`src/rtl/i2s_adc_receiver.sv`:
```
// rtl/i2s_adc_receiver.sv - I2S ADC slave receiver delivering left/right sample pairs
module i2s_adc_receiver #(
  parameter int DATA_W = 24
) (
  input  logic              clk,
  input  logic              reset_n,
  input  logic              en,
  input  logic              bclk,
  input  logic              adclrck,
  input  logic              adcdat,
  input  logic              out_ready,
  input  logic              clr_err,
  output logic [DATA_W-1:0] left_data,
  output logic [DATA_W-1:0] right_data,
  output logic              out_valid,
  output logic              overrun,
  output logic              short_err
);
  localparam int CNT_W = $clog2(DATA_W + 1);
  localparam logic [CNT_W-1:0] LAST_BIT = CNT_W'(DATA_W - 1);

  typedef enum logic [1:0] {WAIT, SHIFT, DONE} state_t;
  state_t state;

  logic [2:0]        bclk_sync;
  logic [1:0]        ws_sync;
  logic [1:0]        dat_sync;
  logic              ws_prev;
  logic              chan;
  logic              left_ok;
  logic              frame_pend;
  logic [CNT_W-1:0]  bitcnt;
  logic [DATA_W-1:0] shreg;
  logic [DATA_W-1:0] left_hold;
  logic [DATA_W-1:0] right_hold;
  logic [DATA_W-1:0] shreg_next;

  logic bclk_rise, ws, dat, ws_change, load, ovr_evt, short_evt;

  assign bclk_rise  = bclk_sync[1] & ~bclk_sync[2];
  assign ws         = ws_sync[1];
  assign dat        = dat_sync[1];
  assign ws_change  = bclk_rise & (ws != ws_prev);
  assign shreg_next = {shreg[DATA_W-2:0], dat};
  assign load       = frame_pend & (~out_valid | out_ready);
  assign ovr_evt    = frame_pend & ~load;
  assign short_evt  = en & ws_change & (state == SHIFT);

  // bclk_sync[2] is the extra delayed copy used only for rising-edge detection
  always_ff @(posedge clk or negedge reset_n) begin
    if (!reset_n) begin
      bclk_sync <= '0;
      ws_sync   <= '0;
      dat_sync  <= '0;
      ws_prev   <= 1'b0;
    end else begin
      bclk_sync <= {bclk_sync[1:0], bclk};
      ws_sync   <= {ws_sync[0], adclrck};
      dat_sync  <= {dat_sync[0], adcdat};
      if (bclk_rise)
        ws_prev <= ws;
    end
  end

  always_ff @(posedge clk or negedge reset_n) begin
    if (!reset_n) begin
      state      <= WAIT;
      bitcnt     <= '0;
      shreg      <= '0;
      chan       <= 1'b0;
      left_ok    <= 1'b0;
      frame_pend <= 1'b0;
      left_hold  <= '0;
      right_hold <= '0;
    end else begin
      frame_pend <= 1'b0;
      if (!en) begin
        state   <= WAIT;
        bitcnt  <= '0;
        shreg   <= '0;
        left_ok <= 1'b0;
      end else if (bclk_rise) begin
        if (ws_change) begin
          // The bit under a word-select change is the one-bit delay slot
          if (state != WAIT || !ws) begin
            state  <= SHIFT;
            chan   <= ws;
            bitcnt <= '0;
            shreg  <= '0;
            if (!ws || state == SHIFT)
              left_ok <= 1'b0;
          end
        end else if (state == SHIFT) begin
          shreg  <= shreg_next;
          bitcnt <= bitcnt + 1'b1;
          if (bitcnt == LAST_BIT) begin
            state <= DONE;
            if (!chan) begin
              left_hold <= shreg_next;
              left_ok   <= 1'b1;
            end else begin
              right_hold <= shreg_next;
              frame_pend <= left_ok;
              left_ok    <= 1'b0;
            end
          end
        end
      end
    end
  end

  // Set events take priority over clr_err
  always_ff @(posedge clk or negedge reset_n) begin
    if (!reset_n) begin
      left_data  <= '0;
      right_data <= '0;
      out_valid  <= 1'b0;
      overrun    <= 1'b0;
      short_err  <= 1'b0;
    end else begin
      if (load) begin
        left_data  <= left_hold;
        right_data <= right_hold;
        out_valid  <= 1'b1;
      end else if (out_valid && out_ready) begin
        out_valid <= 1'b0;
      end
      if (ovr_evt)
        overrun <= 1'b1;
      else if (clr_err)
        overrun <= 1'b0;
      if (short_evt)
        short_err <= 1'b1;
      else if (clr_err)
        short_err <= 1'b0;
    end
  end
endmodule

```
`config.mk`:
```
export PLATFORM = sky130hd
export DESIGN_NAME = i2s_adc_receiver
export DESIGN_NICKNAME = d
export VERILOG_FILES = /design/src/rtl/i2s_adc_receiver.sv
export SDC_FILE = /design/constraint.sdc
export NUM_CORES = 1
export LEC_CHECK = 0
export CORE_MARGIN = 10
export CORE_UTILIZATION = 50
export DETAILED_ROUTE_END_ITERATION = 12
export GPL_TIMING_DRIVEN = 0
export PLACE_DENSITY = 0.75
export SKIP_CTS_REPAIR_TIMING = 1
export SYNTH_ARGS = -nofsm -noshare
export SYNTH_HDL_FRONTEND = slang
export SYNTH_SLANG_ARGS = --single-unit
```
`constraint.sdc`:
```
create_clock -name clk -period 1.75 [get_ports clk]
set_input_delay 0.525 -clock clk [delete_from_list [all_inputs] [get_ports clk]]
set_output_delay 0.525 -clock clk [all_outputs]
set_load 0.01 [all_outputs]
```
# After elaboration in Yosys (flattened, before gate mapping)

Cells that the tools add are included.

Add/subtract/negate cells: 1
Bitwise operators: 12
Mux-type cells: 35
Divide/modulo/power cells: 0
Equal/unequal tests: 8
Order comparisons: 0
Shift operators: 0
$mul: 0
Reductions and logical operators: 14

Operators by type and width:

| operator                                               | count |
|---|---|
| two-way mux 23 bit                                     | 5 |
| two-way mux 5 bit                                      | 5 |
| two-way mux 1 bit                                      | 19 |
| two-way mux 2 bit                                      | 6 |
| AND reduction 6 bit                                    | 2 |
| AND reduction 4 bit                                    | 2 |
| nonzero test 2 bit                                     | 4 |
| AND 1 bit                                              | 6 |
| inequality test 3 x 1 -> 1 bit (second input constant) | 2 |
| inequality test 3 x 2 -> 1 bit (second input constant) | 2 |
| adder 5 x 1 -> 5 bit (second input constant)           | 1 |
| equality test 5 bit (second input constant)            | 1 |
| NOT 1 bit                                              | 5 |
| AND reduction 5 bit                                    | 1 |
| AND reduction 3 bit                                    | 1 |
| equality test 2 x 1 -> 1 bit (second input constant)   | 1 |
| logical OR 1 bit                                       | 2 |
| inequality test 2 x 1 -> 1 bit (second input constant) | 1 |
| logical AND 1 bit                                      | 1 |
| logical NOT 1 bit                                      | 1 |
| inequality test 1 bit                                  | 1 |
| OR 1 bit                                               | 1 |

Bits in read-only memories: 0
Memories: 0
Latch bits: 0
Bits in writable memories: 0
Input port bits: 8
Register bits after elaboration: 140
Word-level logic and storage cells: 87
Output and inout port bits: 51

# Longest topological paths before layout

Gate-level depths: netlist (run 1).

Depth in word-level cells: 7
Depth in mapped cells: 7
Mapped depth without buffers: 5

# Worst setup path after synthesis (run 1)

Ideal clock, no wire load.

Path kind: reg-to-reg
Start point: reg bitcnt[0]
End point: reg left_hold[10]
Library setup time: 0.125 ns
Arrival: 1.728 ns
Stages on the path, launching flop included: 8
Path buffers: 2
Period minus slack after synthesis: 1.853 ns
Data required time: 1.625 ns
Slack: -0.103 ns
Cells stage by stage: dfrtp_1 -> ha_1 -> nand4b_1 -> nor3_4 -> and4_4 -> buf_12 -> buf_12 -> mux2_4

Word-level cells in the longest chain between the ends: 2

Ends and longest elaborated chain:

| item                          | line | RTL |
|---|---|---|
| start: declaration            | 32   | `logic [CNT_W-1:0] bitcnt;` |
| start signal: assignment      | 95   | `bitcnt <= bitcnt + 1'b1;` |
| equality test 5 bit           | 96   | `if (bitcnt == LAST_BIT) begin` |
| AND reduction 6 bit (no line) | n/a  |  |
| end signal: assignment        | 99   | `left_hold <= shreg_next;` |
| end: declaration              | 34   | `logic [DATA_W-1:0] left_hold;` |

No other way between the ends.
A chain may end at the register's enable or synchronous reset.

# Worst setup path after layout (run 1)

Start point: reg bitcnt[0]
End point: reg left_hold[18]

The elaborated chain is that of the path after synthesis.

==> results of run 1 <==
## through the flow
stage / TNS (ns) / total power, mW / instances
2_1_floorplan: -2.04 / 3.40 / 339
3_3_place_gp: -760.37 / 3.49 / 537
3_5_place_dp: -49.80 / 3.50 / 538
4_1_cts: -22.05 / 6.88 / 570
5_1_grt: -17.29 / 7.09 / 588
6_report: -11.58 / 6.84 / 588
## worst reg2reg max path, cell delays in order (launching register included)
cell       delay [ns]
dfrtp_1          0.41
ha_4             0.17
nand4b_1         0.15
nor3_4           0.31
and4_4           0.28
buf_12           0.14
clkbuf_16        0.16
mux2_4           0.30
## power breakdown
part           total (mW)  leakage (nW)  switching [mW]  internal [mW]
sequential           3.28          1.94          0.0188           3.26
clock                3.38         0.268            1.33           2.06
combinational       0.179          2.26           0.118         0.0616
## cell usage in the layout, fill, tap and decap left out, drive strengths merged
| cell | n |
|---|---|
| clkinv | 6 |
| mux2i | 2 |
| dlygate4sd3 | 1 |
| dfrtp | 140 |
| and3b | 1 |
| nor2b | 4 |
| nand3 | 3 |
| nand3b | 1 |
| nor3 | 1 |
| o22ai | 3 |
| o31ai | 1 |
| o21ai | 6 |
| and4 | 1 |
| a21oi | 4 |
| and3 | 1 |
| or2 | 1 |
| clkinvlp | 3 |
| o21a | 3 |
| ha | 1 |
| xnor2 | 1 |
| nand2b | 3 |
| dlymetal6s2s | 51 |
| clkbuf | 29 |
| nor4bb | 1 |
| inv | 6 |
| nand4b | 1 |
| nand4 | 2 |
| nand2 | 6 |
| bufinv | 2 |
| clkdlybuf4s50 | 6 |
| and2 | 2 |
| buf | 28 |
| or3 | 2 |
| nor2 | 4 |
| a22o | 24 |
| mux2 | 97 |
## layer usage
metal / vias up / track usage [%] / wire, um / part of all wire [%]
li1: 1415 / - / - / -
met5: - / 0 / 0 / 0
met1: 1618 / 16.5 / 4640 / 43
met3: 11 / 5.96 / 530 / 4.9
met2: 71 / 21.3 / 5470 / 51
met4: 0 / 3.59 / 89 / 0.83
## state kept, by name, indices dropped and copies added, names as in the netlist, 2 cells and up
register / cells
ws_sync: 2
bclk_sync: 3
bitcnt: 5
right_data: 24
state: 2
left_data: 24
right_hold: 24
left_hold: 24
dat_sync: 2
shreg: 23
## cells by family (layout without fill, tap and decap cells)
group	count (synthesis)	count (layout)
AND/OR/NAND/NOR	34	34
multiplexers	99	99
flip-flops	140	140
adder cells (fa/ha/maj)	1	1
buffers and inverters	23	132
AO/OA/AOI/OAI	41	41
XOR/XNOR	1	1
## final timing paths
path / to / depth (start not counted) / slack, ns / start
min: ws_sync[1] / 0 / 0.35 / ws_sync[0]
max: left_hold[18] / 7 / -0.27 / bitcnt[0]
max reg2reg: left_hold[18] / 7 / -0.27 / bitcnt[0]
max in group asynchronous: shreg[17] / 3 / 0.45 / reset_n
min in group asynchronous: right_data[3] / 2 / 0.50 / reset_n
min reg2reg: ws_sync[1] / 0 / 0.35 / ws_sync[0]
## layout make-up
| cell class | instances | area [um2] | share of cell area [%] |
|---|---|---|---|
| Buffer | 17 | 179 | 2.46 |
| Clock buffer | 21 | 439 | 6.03 |
| Clock inverter | 11 | 120 | 1.65 |
| Inverter | 6 | 22.5 | 0.309 |
| Multi-Input combinational cell | 176 | 1900 | 26.0 |
| Sequential cell | 140 | 3500 | 48.1 |
| Tap cell | 140 | 175 | 2.41 |
| Timing Repair Buffer | 77 | 946 | 13.0 |
==> impl_metrics.tcl, run 1 <==
set metrics [dict create \
    outcome "finished, violations left" \
    violations "negative setup slack" \
    grt_pass1_vias 3370 \
    yosysMostFrequentCell "dfrtp_1" \
    crit_arrival_ns 2.42 \
    ys_seq_elements 140 \
    start_kind "flop" \
    ant_nets 0 \
    drc 0 \
    final_layout_size_suffix_gt1_share_pct 38.8 \
    first_iter_violations 191 \
    layout_setup_ws_ns -0.275 \
    worstSkewPairLatency_ns 0.52 \
    crit_path_end_kind "flop" \
    maxSlewHeadroom_pct 69.0 \
    synth_edf_count 0 \
    cts-root-buf "clkbuf_8" \
    synth_mux_area_share_pct 22.8 \
    htreeDepth 4 \
    initial_core_util_pct 51.1 \
    clkSinkCount 140 \
    portBuffers 58 \
    synth_adder_area_share_pct 0.227 \
    tightest_slew_ns 0.465 \
    yosys.area_share.simple_pct 4.34 \
    power_density_nw_per_um2 939 \
    die_h_um 125 \
    dieArea_um2 15600 \
    ys_async_sr_fraction_pct 100 \
    worstSetupPathType "reg2reg" \
    die_x_um 125 \
    synthCells 339 \
    antennaDiodeCount 0 \
    vias 3115 \
    drv_slew 0 \
    grt_pass1_wl_um 17300 \
    fmax_mhz 494 \
    track_usage_pct 13.5 \
    hold_class "reg2reg" \
    p_leak_nw 4.46 \
    rsz0062_at_grt "true" \
    fillCellCount 727 \
    synthFlopType "dfrtp_1" \
    fin_crit_sh_pct 116 \
    dp_hpwl_um 6590 \
    period_needed_ns 2.02 \
    synth_top_family_by_area "multiplexers" \
    netlist_area_um2 5510 \
    overflow 0 \
    synth_cell_types 37 \
    drt_first_pass_iters 4 \
    cap_violations 0 \
    fin_hold_ws_ns 0.347 \
    grt_max_degree 96 \
    routabilityCongestion 0.784 \
    slowest_delay_ns 0.41 \
    final_core_util_pct 67.5 \
    area_growth_pct 32.1 \
    vias_per_cell 5.30 \
    slowest_stage "dfrtp_1" \
    stdcell_area_um2 7280 \
    synth_nets 348 \
    synth_compound_area_share_pct 5.70 \
    required_ns 2.15 \
    rows 38 \
    placed_cell_area_um2 6300 \
    path_max_fanout 8 \
    path_buf_inv 2 \
    finalHoldViolCount 0 \
    post_drt_wl_per_cell_um 18.3 \
    synthTopCellsByCount "dfrtp_1 (140), mux2_2 (54), mux2_4 (39)" \
    final_nets 444 \
    ir_drop_uv 724 \
    routed_wl_um 10700 \
    crit_path_cell_trace "ha_4 -> nand4b_1 -> nor3_4 -> and4_4 -> buf_12 -> clkbuf_16 -> mux2_4" \
    setup_viol 54 \
    ios 59 \
    yosys_warnings 0 \
    core_area_um2 10800 \
    yosys-top-cells-area "dfrtp_1 (64%), mux2_2 (11%), mux2_4 (11%)" \
    synth_top_area_share_pct 63.6 \
    synth_area_leader_cell "dfrtp_1" \
    path_clk_slew_ns 0.06 \
    synth_xor_area_share_pct 0.295 \
    preCtsSetupSlack_ns -0.610 \
    clock_path_buffers 2 \
    synth-seq-area-share_pct 63.6 \
    path_delay_family "simple AND/OR/NAND/NOR gates" \
    postSynthAreaPerCell_um2 16.3 \
    cts_buffers 17 \
    fin_skew_ns 0.00934 \
    cts_tree "done" \
    antenna_found_initial 0 \
]
Power figures use the tool's default switching activity.
==> inputs of run 2 (changes only) <==
--- a/config.mk
+++ b/config.mk
@@ -9,7 +9,7 @@
 export CORE_UTILIZATION = 50
 export DETAILED_ROUTE_END_ITERATION = 12
 export GPL_TIMING_DRIVEN = 0
-export PLACE_DENSITY = 0.75
+export PLACE_DENSITY_LB_ADDON = 0.25
 export SKIP_CTS_REPAIR_TIMING = 1
 export SYNTH_ARGS = -nofsm -noshare
 export SYNTH_HDL_FRONTEND = slang
==> impl_metrics.tcl, run 2 (same netlist as run 1, synthesis figures left out) <==
set metrics [dict create \
    final_nets 433 \
    worstSetupPathType "reg2reg" \
    slowest_delay_ns 0.41 \
    post_drt_wl_per_cell_um 17.4 \
    initial_core_util_pct 51.1 \
    slowest_stage "dfrtp_1" \
    stdcell_area_um2 7030 \
    vias_per_cell 5.19 \
    routabilityCongestion 0.791 \
    p_comb_share_pct 2.9 \
    antenna_found_initial 0 \
    cap_violations 0 \
    cp_common_cell "buf_12" \
    fin_crit_sh_pct 114 \
    layout_setup_ws_ns -0.252 \
    core_area_um2 10800 \
    crit_path_end_kind "flop" \
    dp.cells 538 \
    dp_hpwl_um 6520 \
    clkSinkCount 140 \
    ir_drop_uv 581 \
    drt_first_pass_iters 4 \
    routed_wl_um 9960 \
    die_h_um 125 \
    required_ns 2.14 \
    maxSlewHeadroom_pct 50.1 \
    power_density_nw_per_um2 905 \
    htreeDepth 4 \
    cts-root-buf "clkbuf_8" \
    final_core_util_pct 65.1 \
    p_int_mw 5.04 \
    p_sw_mw 1.31 \
    track_usage_pct 13.2 \
    worstSkewPairLatency_ns 0.51 \
    start_kind "flop" \
    drc 0 \
    crit_start "bitcnt[0]" \
    fin_skew_ns 0.00953 \
    violations "negative setup slack" \
    grt_pass1_vias 3287 \
    ios 59 \
    path_clk_slew_ns 0.05 \
    vias 2965 \
    first_iter_violations 196 \
    ant_nets 0 \
    fin_cells 571 \
    drv_slew 0 \
    grt_pass1_wl_um 16900 \
    clock_path_buffers 2 \
    grt_max_degree 84 \
    rrSetupSlack_ns -0.25 \
    p_seq_share_pct 51.6 \
    outcome "finished, violations left" \
    finalHoldViolCount 0 \
    tns_ns -10.83 \
    swShare_pct 20.7 \
    p_leak_nw 4.34 \
    final_layout_size_suffix_gt1_share_pct 35.7 \
    area_growth_pct 27.5 \
    crit_arrival_ns 2.39 \
    p_clk_share_pct 45.5 \
    fmax_mhz 500 \
    crit_path_cell_trace "ha_2 -> nand4b_1 -> nor3_4 -> and4_4 -> buf_12 -> buf_12 -> mux2_4" \
    dieArea_um2 15600 \
    final_cell_mix "dfrtp_1 (139), mux2_2 (54), dlymetal6s2s_1 (51)" \
    cts_tree "done" \
    antennaDiodeCount 0 \
    preCtsSetupSlack_ns -0.633 \
    r2r-start "bitcnt[0]" \
    regToRegEndpoint "left_hold[15]" \
    final_common_cell "dfrtp_1" \
    placed_cell_area_um2 6300 \
    die_x_um 125 \
    tightest_slew_ns 0.748 \
    period_needed_ns 2.00 \
    overflow 0 \
    setup_viol 49 \
    hold_class "in2async" \
    portBuffers 58 \
    rsz0062_at_grt "true" \
    path_max_fanout 10 \
    rows 38 \
    reg2regPathDepth 7 \
    cts_buffers 17 \
    crit_end "left_hold[15]" \
]
==> run 2: changes by cell type in the layout (fill, tap and decap cells not counted), moves of 2 or more <==
| cell | previous run | this run |
|---|---|---|
| buf_6 | 7 | 2 |
| clkinv_4 | 2 | 0 |
| clkbuf_16 | 19 | 16 |
| clkinvlp_4 | 3 | 1 |
| bufinv_16 | 2 | 0 |
| buf_2 | 4 | 1 |
==> run 2: critical path: cells and delay by family, from the launching register on <==
kind                     cells  cell delay, ns
multiplexers                 1            0.30
flip-flops                   1            0.41
AND/OR/NAND/NOR              3            0.67
adder cells (fa/ha/maj)      1            0.22
buffers and inverters        2            0.27
==> run 2: final cells by class <==
cell class | count | area (um2)
Clock buffer | 22 | 443
Buffer | 17 | 194
Inverter | 6 | 22.5
Sequential cell | 140 | 3500
Fill cell | 779 | 3770
Clock inverter | 4 | 22.5
Tap cell | 140 | 175
Multi-Input combinational cell | 176 | 1880
Timing Repair Buffer | 66 | 790
==> run 2: worst min path at each step <==
stage / slack [ns] / startpoint / endpoint / depth (start not counted)
finish: 0.06 / reset_n / right_hold[4] / 1
global route: 0.11 / reset_n / left_data[5] / 1
CTS: 0.08 / reset_n / left_data[12] / 1
detailed placement: 0.34 / dat_sync[0] / dat_sync[1] / 0
global placement: 0.33 / ws_sync[0] / ws_sync[1] / 0
floorplan: 0.23 / reset_n / bclk_sync[0] / 0
==> run 2: routing by layer <==
layer | track usage (%) | part of all wire [%] | vias up
li1 | - | - | 1380
met1 | 15.9 | 47 | 1523
met2 | 21.3 | 49 | 55
met3 | 4.60 | 3.8 | 7
met4 | 5.35 | 0.80 | 0
met5 | 0 | 0 | -
==> run 2: stage by stage <==
stage          total power, mW  hold slack [ns]
2_1_floorplan             3.40            0.229
3_3_place_gp              3.49            0.335
3_5_place_dp              3.50            0.336
4_1_cts                   6.42           0.0833
5_1_grt                   6.60            0.113
6_report                  6.36           0.0555
==> run 2: power groups by stage <==
stage | clock [mW] | combinational (mW) | sequential, mW
2_1_floorplan | 0 | 0.0677 | 3.33
3_3_place_gp | 0 | 0.159 | 3.33
3_5_place_dp | 0 | 0.172 | 3.33
4_1_cts | 2.97 | 0.173 | 3.28
5_1_grt | 3.11 | 0.208 | 3.28
6_report | 2.90 | 0.183 | 3.28
==> inputs of run 3 (changes only) <==
--- a/config.mk
+++ b/config.mk
@@ -10,6 +10,8 @@
 export DETAILED_ROUTE_END_ITERATION = 12
 export GPL_TIMING_DRIVEN = 0
 export PLACE_DENSITY_LB_ADDON = 0.25
+export RECOVER_POWER = 100
+export REMOVE_ABC_BUFFERS = 1
 export SKIP_CTS_REPAIR_TIMING = 1
 export SYNTH_ARGS = -nofsm -noshare
 export SYNTH_HDL_FRONTEND = slang
==> constraint.sdc (replaced) <==
create_clock -name clk -period 1.75 [get_ports clk]
set_input_delay 0.4375 -clock clk [delete_from_list [all_inputs] [get_ports clk]]
set_output_delay 0.4375 -clock clk [all_outputs]
set_load 0.01 [all_outputs]
==> impl_metrics.tcl, run 3 (same netlist as run 1, synthesis figures left out) <==
set metrics [dict create \
    fin_total_pwr_mw 7.06 \
    dieArea_um2 15600 \
    finalHoldViolCount 0 \
    period_needed_ns 1.99 \
    fillCellCount 765 \
    fmax_mhz 502 \
    power_density_nw_per_um2 981 \
    grt_pass1_vias 3171 \
    top_layer_used "met4" \
    final_nets 429 \
    portBuffers 58 \
    p_seq_share_pct 46.5 \
    clock_path_buffers 2 \
    crit_end "left_hold[12]" \
    p_comb_share_pct 2.6 \
    final_layout_size_suffix_gt1_share_pct 37.6 \
    track_usage_pct 13.0 \
    cts_tree "done" \
    dr_wl_met3_um 407 \
    routed_wl_um 10500 \
    seq_area_um2 3500 \
    clkSinkCount 140 \
    path_clk_slew_ns 0.06 \
    routabilityCongestion 0.735 \
    outcome "finished, violations left" \
    first_iter_violations 184 \
    layout_setup_ws_ns -0.240 \
    p_sw_mw 1.47 \
    hold_class "reg2reg" \
    dp_hpwl_um 6020 \
    final_core_util_pct 66.7 \
    cap_violations 0 \
    htreeDepth 4 \
    setup_viol 99 \
    worstSetupPathType "reg2reg" \
    maxSlewHeadroom_pct 20.7 \
    p_int_mw 5.59 \
    start_kind "flop" \
    worstSkewPairLatency_ns 0.51 \
    rows 38 \
    fin_crit_sh_pct 114 \
    p_leak_nw 4.41 \
    antenna_found_initial 0 \
    slowest_stage "dfrtp_1" \
    crit_start "bitcnt[0]" \
    post_drt_wl_per_cell_um 18.3 \
    die_x_um 125 \
    area_growth_pct 30.6 \
    fin_skew_ns 0.00723 \
    regToRegEndpoint "left_hold[12]" \
    crit_path_end_kind "flop" \
    ir_drop_uv 548 \
    m1WireLength_um 4950 \
    grt_max_degree 95 \
    violations "negative setup slack" \
    multi_input_area_um2 1930 \
    swShare_pct 20.8 \
    grt_pass1_wl_um 16500 \
    drv_slew 0 \
    path_max_fanout 7 \
    reg2regPathDepth 7 \
    vias_per_cell 5.29 \
    drc 0 \
    met2_length_um 5070 \
    worstHoldPathCells 0 \
    crit_arrival_ns 2.39 \
    r2r-start "bitcnt[0]" \
    tns_ns -14.00 \
    final_common_cell "dfrtp_1" \
    rsz0062_at_grt "true" \
    cts-root-buf "clkbuf_8" \
    vias 3032 \
    initial_core_util_pct 51.1 \
    slowest_delay_ns 0.41 \
    die_h_um 125 \
    cts_buffers 17 \
    drt_first_pass_iters 4 \
    overflow 0 \
    rrSetupSlack_ns -0.24 \
    core_area_um2 10800 \
    fin_hold_ws_ns 0.349 \
    tightest_slew_ns 1.19 \
    ant_nets 0 \
    crit_path_cell_trace "ha_4 -> nand4b_1 -> nor3_4 -> buf_6 -> and4_4 -> buf_12 -> mux2_4" \
    ios 59 \
    p_clk_share_pct 50.8 \
    antennaDiodeCount 0 \
    required_ns 2.14 \
    final_cell_mix "dfrtp_1 (140), mux2_2 (54), dlymetal6s4s_1 (51)" \
]
run 3: changes by cell type in the layout (fill, tap and decap cells not counted), moves of 3 or more:
cell / before / now
clkdlybuf4s50_1: 6 / 2
mux2_1: 3 / 0
dlymetal6s4s_1: 0 / 51
mux2_4: 40 / 43
dlygate4sd3_1: 0 / 5
bufinv_16: 0 / 3
dlymetal6s2s_1: 51 / 0
buf_4: 12 / 5
clkbuf_1: 4 / 1
run 3: worst min-delay path by stage:
stage / endpoint / start / slack [ns]
after detailed placement: ws_sync[1] / ws_sync[0] / 0.34
after global placement: bclk_sync[1] / bclk_sync[0] / 0.33
after CTS: left_data[1] / reset_n / -0.16
after global routing: bclk_sync[1] / bclk_sync[0] / 0.36
final: ws_sync[1] / ws_sync[0] / 0.35
after floorplan: bclk_sync[0] / reset_n / 0.14
run 3: stage by stage:
stage	setup WS [ns]	cell area, um2	std cells
CTS	-0.568	6770	554
global route	-0.296	7200	573
finish	-0.240	7200	573
floorplan	-0.418	5370	322
global placement	-5.08	6120	520
detailed placement	-0.612	6170	522
run 3: final cells by class:
type / instances / area share (%)
multi-input combinational: 179 / 26.8
timing repair buffer: 76 / 13.4
inverter: 6 / 0.313
sequential: 140 / 48.7
tap: 140 / 2.43
clock inverter: 11 / 1.95
clock buffer: 21 / 6.38
run 3: routing by layer:
| metal | up-vias | global-route usage (%) |
|---|---|---|
| met1 | 1571 | 16.2 |
| met3 | 6 | 4.99 |
| met5 | - | 0 |
| li1 | 1395 | - |
| met4 | 0 | 4.07 |
| met2 | 60 | 20.4 |
run 3: worst max-delay path, delay by kind of cell, from the launching register on:
kind,cells,cell delay [ns]
fa+ha+maj,1,0.17
buf+inv,2,0.30
mux,1,0.29
simple gates,3,0.69
flops,1,0.41
run 3: power by group through the flow:
stage | clock, mW | combinational (mW) | sequential, mW
final | 3.59 | 0.187 | 3.29
after detailed placement | 0 | 0.164 | 3.34
after global placement | 0 | 0.151 | 3.34
after floorplan | 0 | 0.0590 | 3.33
after CTS | 3.66 | 0.166 | 3.28
after global routing | 3.82 | 0.211 | 3.29
